`config.mk`:
```
export PLATFORM = sky130hd
export DESIGN_NAME = aclk_controller
export DESIGN_NICKNAME = d
export VERILOG_FILES = /design/src/rtl/aclk_pkg.sv /design/src/rtl/aclk_key_timeout.sv /design/src/rtl/aclk_controller.sv
export SDC_FILE = /design/constraint.sdc
export NUM_CORES = 1
export LEC_CHECK = 0
export BUFFER_PORTS_ARGS = -buffer_cell sky130_fd_sc_hd__buf_2
export CORE_AREA = 2 2 39 41
export CTS_CLUSTER_SIZE = 20
export DETAILED_ROUTE_END_ITERATION = 8
export DIE_AREA = 0 0 41 43
export MAX_ROUTING_LAYER = met4
export PLACE_DENSITY_LB_ADDON = 0.08
export SETUP_SLACK_MARGIN = 0.4
export SLEW_MARGIN = 20
export SYNTH_ARGS = -nofsm -noshare
export SYNTH_HDL_FRONTEND = slang
export SYNTH_SLANG_ARGS = --single-unit
export TNS_END_PERCENT = 20
```
`constraint.sdc`:
```
create_clock -name clk -period 1.11 [get_ports clk]
set_input_delay 0.2775 -clock clk [delete_from_list [all_inputs] [get_ports clk]]
set_output_delay 0.2775 -clock clk [all_outputs]
set_load 0.02 [all_outputs]
```
`src/rtl/aclk_pkg.sv`:
```
`default_nettype none
// ============================================================================
//  Module      : aclk_pkg
//  Description : Shared types and constants for the alarm-clock keypad
//                controller: FSM state type, keypad code width, the NOKEY
//                code and a digit classifier.
//  Revision    : 1.0 - initial release
// ============================================================================
package aclk_pkg;

    localparam int KEY_WIDTH = 4;

    // Code driven by the keypad scanner when nothing is pressed.
    localparam logic [KEY_WIDTH-1:0] NOKEY = 4'hA;

    typedef enum logic [2:0] {
        SHOW_TIME  = 3'd0,
        KEY_STORED = 3'd1,
        KEY_WAITED = 3'd2,
        KEY_ENTRY  = 3'd3,
        SHOW_ALARM = 3'd4
    } state_t;

    // Only 0..9 are digits; NOKEY and the unused codes B..F all read as
    // "no key pressed".
    function automatic logic is_digit(input logic [KEY_WIDTH-1:0] code);
        return (code <= 4'd9);
    endfunction

endpackage
`default_nettype wire

```
`src/rtl/aclk_key_timeout.sv`:
```
`default_nettype none
// ============================================================================
//  Module      : aclk_key_timeout
//  Description : Key-entry inactivity timer. Counts one-second ticks while
//                enabled and flags expiry on the tick that completes
//                TIMEOUT_SEC seconds. The count saturates rather than wraps.
//  Ports       : clk     - system clock
//                reset   - synchronous, active-low reset
//                clear   - restart the count from zero (wins over tick)
//                tick    - single-cycle one-second strobe
//                enable  - count only while high
//                expired - combinational; high on the expiring tick
//  Revision    : 1.0 - initial release
// ============================================================================
module aclk_key_timeout #(
    parameter int TIMEOUT_SEC = 10
) (
    input  logic clk,
    input  logic reset,
    input  logic clear,
    input  logic tick,
    input  logic enable,
    output logic expired
);

    localparam logic [3:0] c_last = 4'(TIMEOUT_SEC - 1);

    logic [3:0] r_count;
    logic       w_at_last;

    assign w_at_last = (r_count == c_last);
    assign expired   = enable && tick && w_at_last;

    always_ff @(posedge clk) begin
        if (!reset) begin
            r_count <= 4'd0;
        end else if (clear) begin
            r_count <= 4'd0;
        end else if (enable && tick && !w_at_last) begin
            r_count <= r_count + 4'd1;
        end
    end

endmodule
`default_nettype wire

```
`src/rtl/aclk_controller.sv`:
```
`default_nettype none
// ============================================================================
//  Module      : aclk_controller
//  Description : Alarm-clock keypad controller. Shifts keyed digits into the
//                new-time display, loads them into the clock or alarm
//                register on time_button / alarm_button, and shows the alarm
//                time while alarm_button is held.
//  Config      : define ACLK_CTRL_TIMEOUT_EN to abandon key entry after
//                TIMEOUT_SEC seconds without activity; otherwise entry waits
//                indefinitely and one_second is ignored.
//  Ports       : clk, reset (sync, active-low), one_second (tick),
//                key[3:0] (keypad code), alarm_button, time_button (levels)
//                -> load_new_a, load_new_c, reset_count, shift (pulses),
//                   show_new_time, show_a (display-select levels)
//  Revision    : 1.0 - initial release
// ============================================================================
module aclk_controller
    import aclk_pkg::*;
#(
    parameter int TIMEOUT_SEC = 10
) (
    input  logic                 clk,
    input  logic                 reset,
    input  logic                 one_second,
    input  logic [KEY_WIDTH-1:0] key,
    input  logic                 alarm_button,
    input  logic                 time_button,
    output logic                 load_new_a,
    output logic                 load_new_c,
    output logic                 reset_count,
    output logic                 shift,
    output logic                 show_new_time,
    output logic                 show_a
);

    state_t r_state;
    state_t w_next;
    logic   w_digit;
    logic   w_expired;
    logic   w_load_a;
    logic   w_load_c;

    logic   r_load_a;
    logic   r_load_c;
    logic   r_shift;
    logic   r_show_new_time;
    logic   r_show_a;

    assign w_digit = is_digit(key);

`ifdef ACLK_CTRL_TIMEOUT_EN
    // Clearing while in KEY_STORED restarts the count for every digit, and
    // also discards a tick that landed on the edge leaving KEY_ENTRY.
    aclk_key_timeout #(
        .TIMEOUT_SEC (TIMEOUT_SEC)
    ) u_key_timeout (
        .clk     (clk),
        .reset   (reset),
        .clear   (r_state == KEY_STORED),
        .tick    (one_second),
        .enable  ((r_state == KEY_WAITED) || (r_state == KEY_ENTRY)),
        .expired (w_expired)
    );
`else
    logic w_unused_tick;
    assign w_unused_tick = one_second ^ (TIMEOUT_SEC > 15);
    assign w_expired     = 1'b0;
`endif

    always_comb begin
        w_next   = r_state;
        w_load_a = 1'b0;
        w_load_c = 1'b0;
        case (r_state)
            SHOW_TIME: begin
                if (alarm_button)  w_next = SHOW_ALARM;
                else if (w_digit)  w_next = KEY_STORED;
            end
            SHOW_ALARM: begin
                if (!alarm_button) w_next = SHOW_TIME;
            end
            KEY_STORED: begin
                w_next = KEY_WAITED;
            end
            KEY_WAITED: begin
                // A held digit never re-shifts; wait for release.
                if (!w_digit)       w_next = KEY_ENTRY;
                else if (w_expired) w_next = SHOW_TIME;
            end
            KEY_ENTRY: begin
                if (time_button) begin
                    w_next   = SHOW_TIME;
                    w_load_c = 1'b1;
                end else if (alarm_button) begin
                    w_next   = SHOW_TIME;
                    w_load_a = 1'b1;
                end else if (w_digit) begin
                    w_next   = KEY_STORED;
                end else if (w_expired) begin
                    w_next   = SHOW_TIME;
                end
            end
            default: w_next = SHOW_TIME;
        endcase
    end

    // Level outputs are decoded from the next state so they are registered
    // yet line up with the state they describe.
    always_ff @(posedge clk) begin
        if (!reset) begin
            r_state         <= SHOW_TIME;
            r_load_a        <= 1'b0;
            r_load_c        <= 1'b0;
            r_shift         <= 1'b0;
            r_show_new_time <= 1'b0;
            r_show_a        <= 1'b0;
        end else begin
            r_state         <= w_next;
            r_load_a        <= w_load_a;
            r_load_c        <= w_load_c;
            r_shift         <= (w_next == KEY_STORED);
            r_show_new_time <= (w_next == KEY_STORED) || (w_next == KEY_WAITED) ||
                               (w_next == KEY_ENTRY);
            r_show_a        <= (w_next == SHOW_ALARM);
        end
    end

    assign load_new_a    = r_load_a;
    assign load_new_c    = r_load_c;
    assign reset_count   = r_load_c;
    assign shift         = r_shift;
    assign show_new_time = r_show_new_time;
    assign show_a        = r_show_a;

endmodule
`default_nettype wire
```
Word-level counts from Yosys, hierarchy flattened --
Index checks and enable logic that the tools add are counted. W data, S select, Z words.
Word-level totals: latch bits 0, RAM bits 0, memory bits (read-only) 0, bits of input ports 9, memories kept 0, bits in registers 8, output and inout port bits 6, word-level logic and storage cells 31
Cells by class: multiplexer cells 9, add/subtract/negate cells 0, bitwise logic cells 2, eq/ne operators 8, reduce and logical (&&, ||, !) cells 5, shift operators 0, $lt $le $gt $ge 1, divide/modulo/power cells 0, multipliers 0
Operators by type and width (number):
- $mux W3 | 6
- $pmux W3 S5 | 1
- $eq A3 B2 Y1 const B | 4
- $eq A3 B1 Y1 const B | 2
- $eq A3 B3 Y1 const B | 2
- $le A4 B4 Y1 const B | 1
- $logic_not A3 Y1 | 1
- $reduce_or A3 Y1 | 1
- $logic_or A1 B1 Y1 | 2
- $mux W1 | 2
- $not A1 Y1 | 2
- $reduce_and A2 Y1 | 1

Longest topological paths before layout --
depth in word-level cells 8, mapped depth 3, gate-level depth less buffers 3

Worst setup path after synthesis --
Ideal clock, no wire load.
path type register to register, start reg r_state[1], end reg r_shift (netlist: shift), path slack 0.049 ns, required time 1.024 ns, arrival 0.976 ns, cell stages (with the launch flop) 4, period minus slack after synthesis 1.061 ns, library setup time 0.086 ns, buffers on the path 0, cell sequence dfxtp_1 > nand2_1 > or3_1 > a211oi_1
On the way: word-level cells in the longest chain between the ends 5, elaborated cells on any way between the ends 13, those cells by class 5 x eq/ne; 7 x mux; 1 x reduce/logical
RTL lines:
- start, declared | line aclk_controller.sv:36 | state_t r_state;
- start signal, assigned | line aclk_controller.sv:118 | r_state <= w_next;
- $mux W3 | line aclk_controller.sv:97 | end else if (w_digit) begin
- $mux W3 | line aclk_controller.sv:94 | end else if (alarm_button) begin
- $mux W3 | line aclk_controller.sv:91 | if (time_button) begin
- $pmux W3 S5 (*) | line aclk_controller.sv:74 | case (r_state)
- $eq A3 B1 Y1 (*) | line aclk_controller.sv:121 | r_shift <= (w_next == KEY_STORED);
- end signal, assigned | line aclk_controller.sv:121
- end, declared | line aclk_controller.sv:45 | logic r_shift;
Every way passes the cells marked *; elsewhere a longest branch is shown, timed or not. A chain may end at the register's enable or synchronous reset.

Final worst setup path --
start reg r_state[0], end reg r_shift (netlist: shift)
Same word-level chain as after synthesis.

==> results.ini <==
[final_layout]
drive_above_1_share_pct=68.6
final_nets=62
finish.utilization_pct=38.4
layout.cells.most_common_list=6 x buf_2, 6 x dfxtp_2, 6 x buf_6
syn_to_final_growth_pct=61.0
instances_no_fill=67
diodes=0

[global_route]
grt_antenna_before_repair=0
gr-usage-all-layers_pct=10.2
grtUsageMet2_pct=13.8
overflow=0
top_usage_layer=met2
grt_pass1_vias=263
grt_pass1_wl_um=1080
use_met3_pct=4.71
grt_start_max_net_pins=9
use_met1_pct=11.0

[critical_path]
end_kind=flop
crit_arrival_ps=1240
cp_max_fo=6
critPathLaunchType=flop
r2r-start=r_state[0]$_SDFF_PN0_
path_class=flop to flop
rr_endpoint=shift$_SDFF_PN0_
ff2ff_path_depth=3
r2r_slack_ps=30
required_ps=1270

[die]
core_sq_um=1380
start_util_pct=23.9
rows=14
dieHeight_um=43
io_pins=15
die_x_um=41
fp.dieArea_sq_um=1760

[cts]
h-tree-depth=1
worstSkewPairLatency_ps=250
cts_hold_buf=0
cts_buffer_depth=2
cts_buffers=3
cts.sinks=8
clk_pin_slew_ps=50
cts_tree=yes
root_buffer=clkbuf_4

[worst_hold_path]
min_delay_worst_endpoint=r_state[1]$_SDFF_PN0_
worstHoldStart=reset
hold_path_class=primary input to flop
hold_depth=2

[logic_synthesis]
synth_cell_types=19
ys_ff_latch=8
syn_avg_cell_area_sq_um=9.72
netlist_instances=34
synth-seq-area-share_pct=48.5
ys_warn_count=0
synth_area_sq_um=330
syn-num-nets=43

[sta]
finalCritPeriodShare_pct=97.4
slew_headroom_pct=81.6
hold_viol=0
worst_pin_slew_ps=276
rsz0062_at_grt=true
fin_crit_ps=1080
final.setup_skew_ps=0.987
holdWs_ps=297
setup_viol=0
fmax_mhz=924
final.setup.worst_slack_ps=28.3
finalMaxSlewViolations=0

[power]
p_sw_w=0.000151
netSwitchingFraction_pct=24.1
leakagePower_nw=0.233
ir_worst_vdd_uv=409
total_power_w=0.000625
p_int_w=0.000474
powerDensity_nw_per_um2=1170
pwr-share-seq_pct=50.0
pwr-share-comb_pct=15.5
clkPwrFrac_pct=34.5

[placement]
portBuffers=12
hpwl_um=536
place_inst=64
place_congestion=0.718
post-place-ws_ps=-65.4

[detailed_routing]
num_vias=301
detail-route-antenna-nets=0
dr.pass1.iters=2
avgRoutedWirePerCell_um=10.7
viasPerCell=4.49
drcViolationCount=0
drt_wl_total_um=715
drtIter0Drc=3

[outcome]
status=finished clean

[flow_run]
cap_violations=0

[power groups by stage]
stage               Sequential (W)  Clock (W)  Combinational (W)
CTS                       0.000308   0.000228          0.0000838
finish                    0.000312   0.000216          0.0000967
global route              0.000314   0.000253           0.000105
floorplan                 0.000323          0          0.0000352
global placement          0.000315          0          0.0000791
detailed placement        0.000315          0          0.0000792
[critical path: stages, from the launching register on]
cell and delay (ps):
dfxtp_2 370, nand2_1 80, or3_4 340, a211oi_1 200
[what timing repair did]
item	CTS	global route
buffers inserted	0	0
gates cloned	0	0
resized for setup	2	22
endpoints found under the setup margin	14	14
pin swaps	0	1
[cells in the mapped netlist (all sizes together)]
| cell type | count | area, sq um |
|---|---|---|
| nor3 | 2 | 10.0 |
| a2111oi | 1 | 15.0 |
| and2 | 2 | 12.5 |
| nand2 | 2 | 7.51 |
| mux2i | 1 | 10.0 |
| a21oi | 3 | 15.0 |
| a211oi | 1 | 7.51 |
| and3 | 3 | 21.3 |
| nor2 | 1 | 3.75 |
| o21ai | 2 | 10.0 |
| or3 | 1 | 6.26 |
| o211a | 1 | 10.0 |
| nand2b | 2 | 12.5 |
| a21o | 1 | 8.76 |
| buf | 1 | 7.51 |
| nor2b | 2 | 12.5 |
| dfxtp | 8 | 160 |
[cell type report]
class                      count  area (sq um)
tap                           16          20.0
clock buffer                   3          22.5
timing repair buffer          15           120
sequential                     8           171
fill                         143           852
multi-input combinational     25           198
[cell families after synthesis]
| group | synth area share (%) |
|---|---|
| compound gates | 20.1 |
| buf+inv | 2.27 |
| flops | 48.5 |
| mux | 3.03 |
| simple gates | 26.1 |
[worst max-delay path by stage]
stage	start	end	slack [ps]
finish	r_state[0]$_SDFF_PN0_	shift$_SDFF_PN0_	30
floorplan	r_state[1]$_SDFF_PN0_	shift$_SDFF_PN0_	100
CTS	r_state[1]$_SDFF_PN0_	shift$_SDFF_PN0_	40
global route	r_state[0]$_SDFF_PN0_	shift$_SDFF_PN0_	-20
detailed placement	key[2]	r_state[1]$_SDFF_PN0_	-70
global placement	key[2]	r_state[1]$_SDFF_PN0_	-80
[registers in the layout, summed over array words and instances, names as in the netlist]
| name | flops |
|---|---|
| load_new_a | 1 |
| load_new_c | 1 |
| r_state | 3 |
| shift | 1 |
| show_a | 1 |
| show_new_time | 1 |
[metal layers]
metal / routed length (um) / vias up
met3: 39 / 0
met2: 383 / 8
met1: 292 / 137
li1: - / 156
met4: 0 / 0
met5: 0 / -
[stage by stage]
| step | setup TNS [ps] | area, sq um |
|---|---|---|
| finish | 0 | 532 |
| global placement | -162 | 430 |
| floorplan | 0 | 335 |
| detailed placement | -153 | 430 |
| CTS | 0 | 468 |
| global route | -31.2 | 532 |
(Power assumes the default switching activity.)
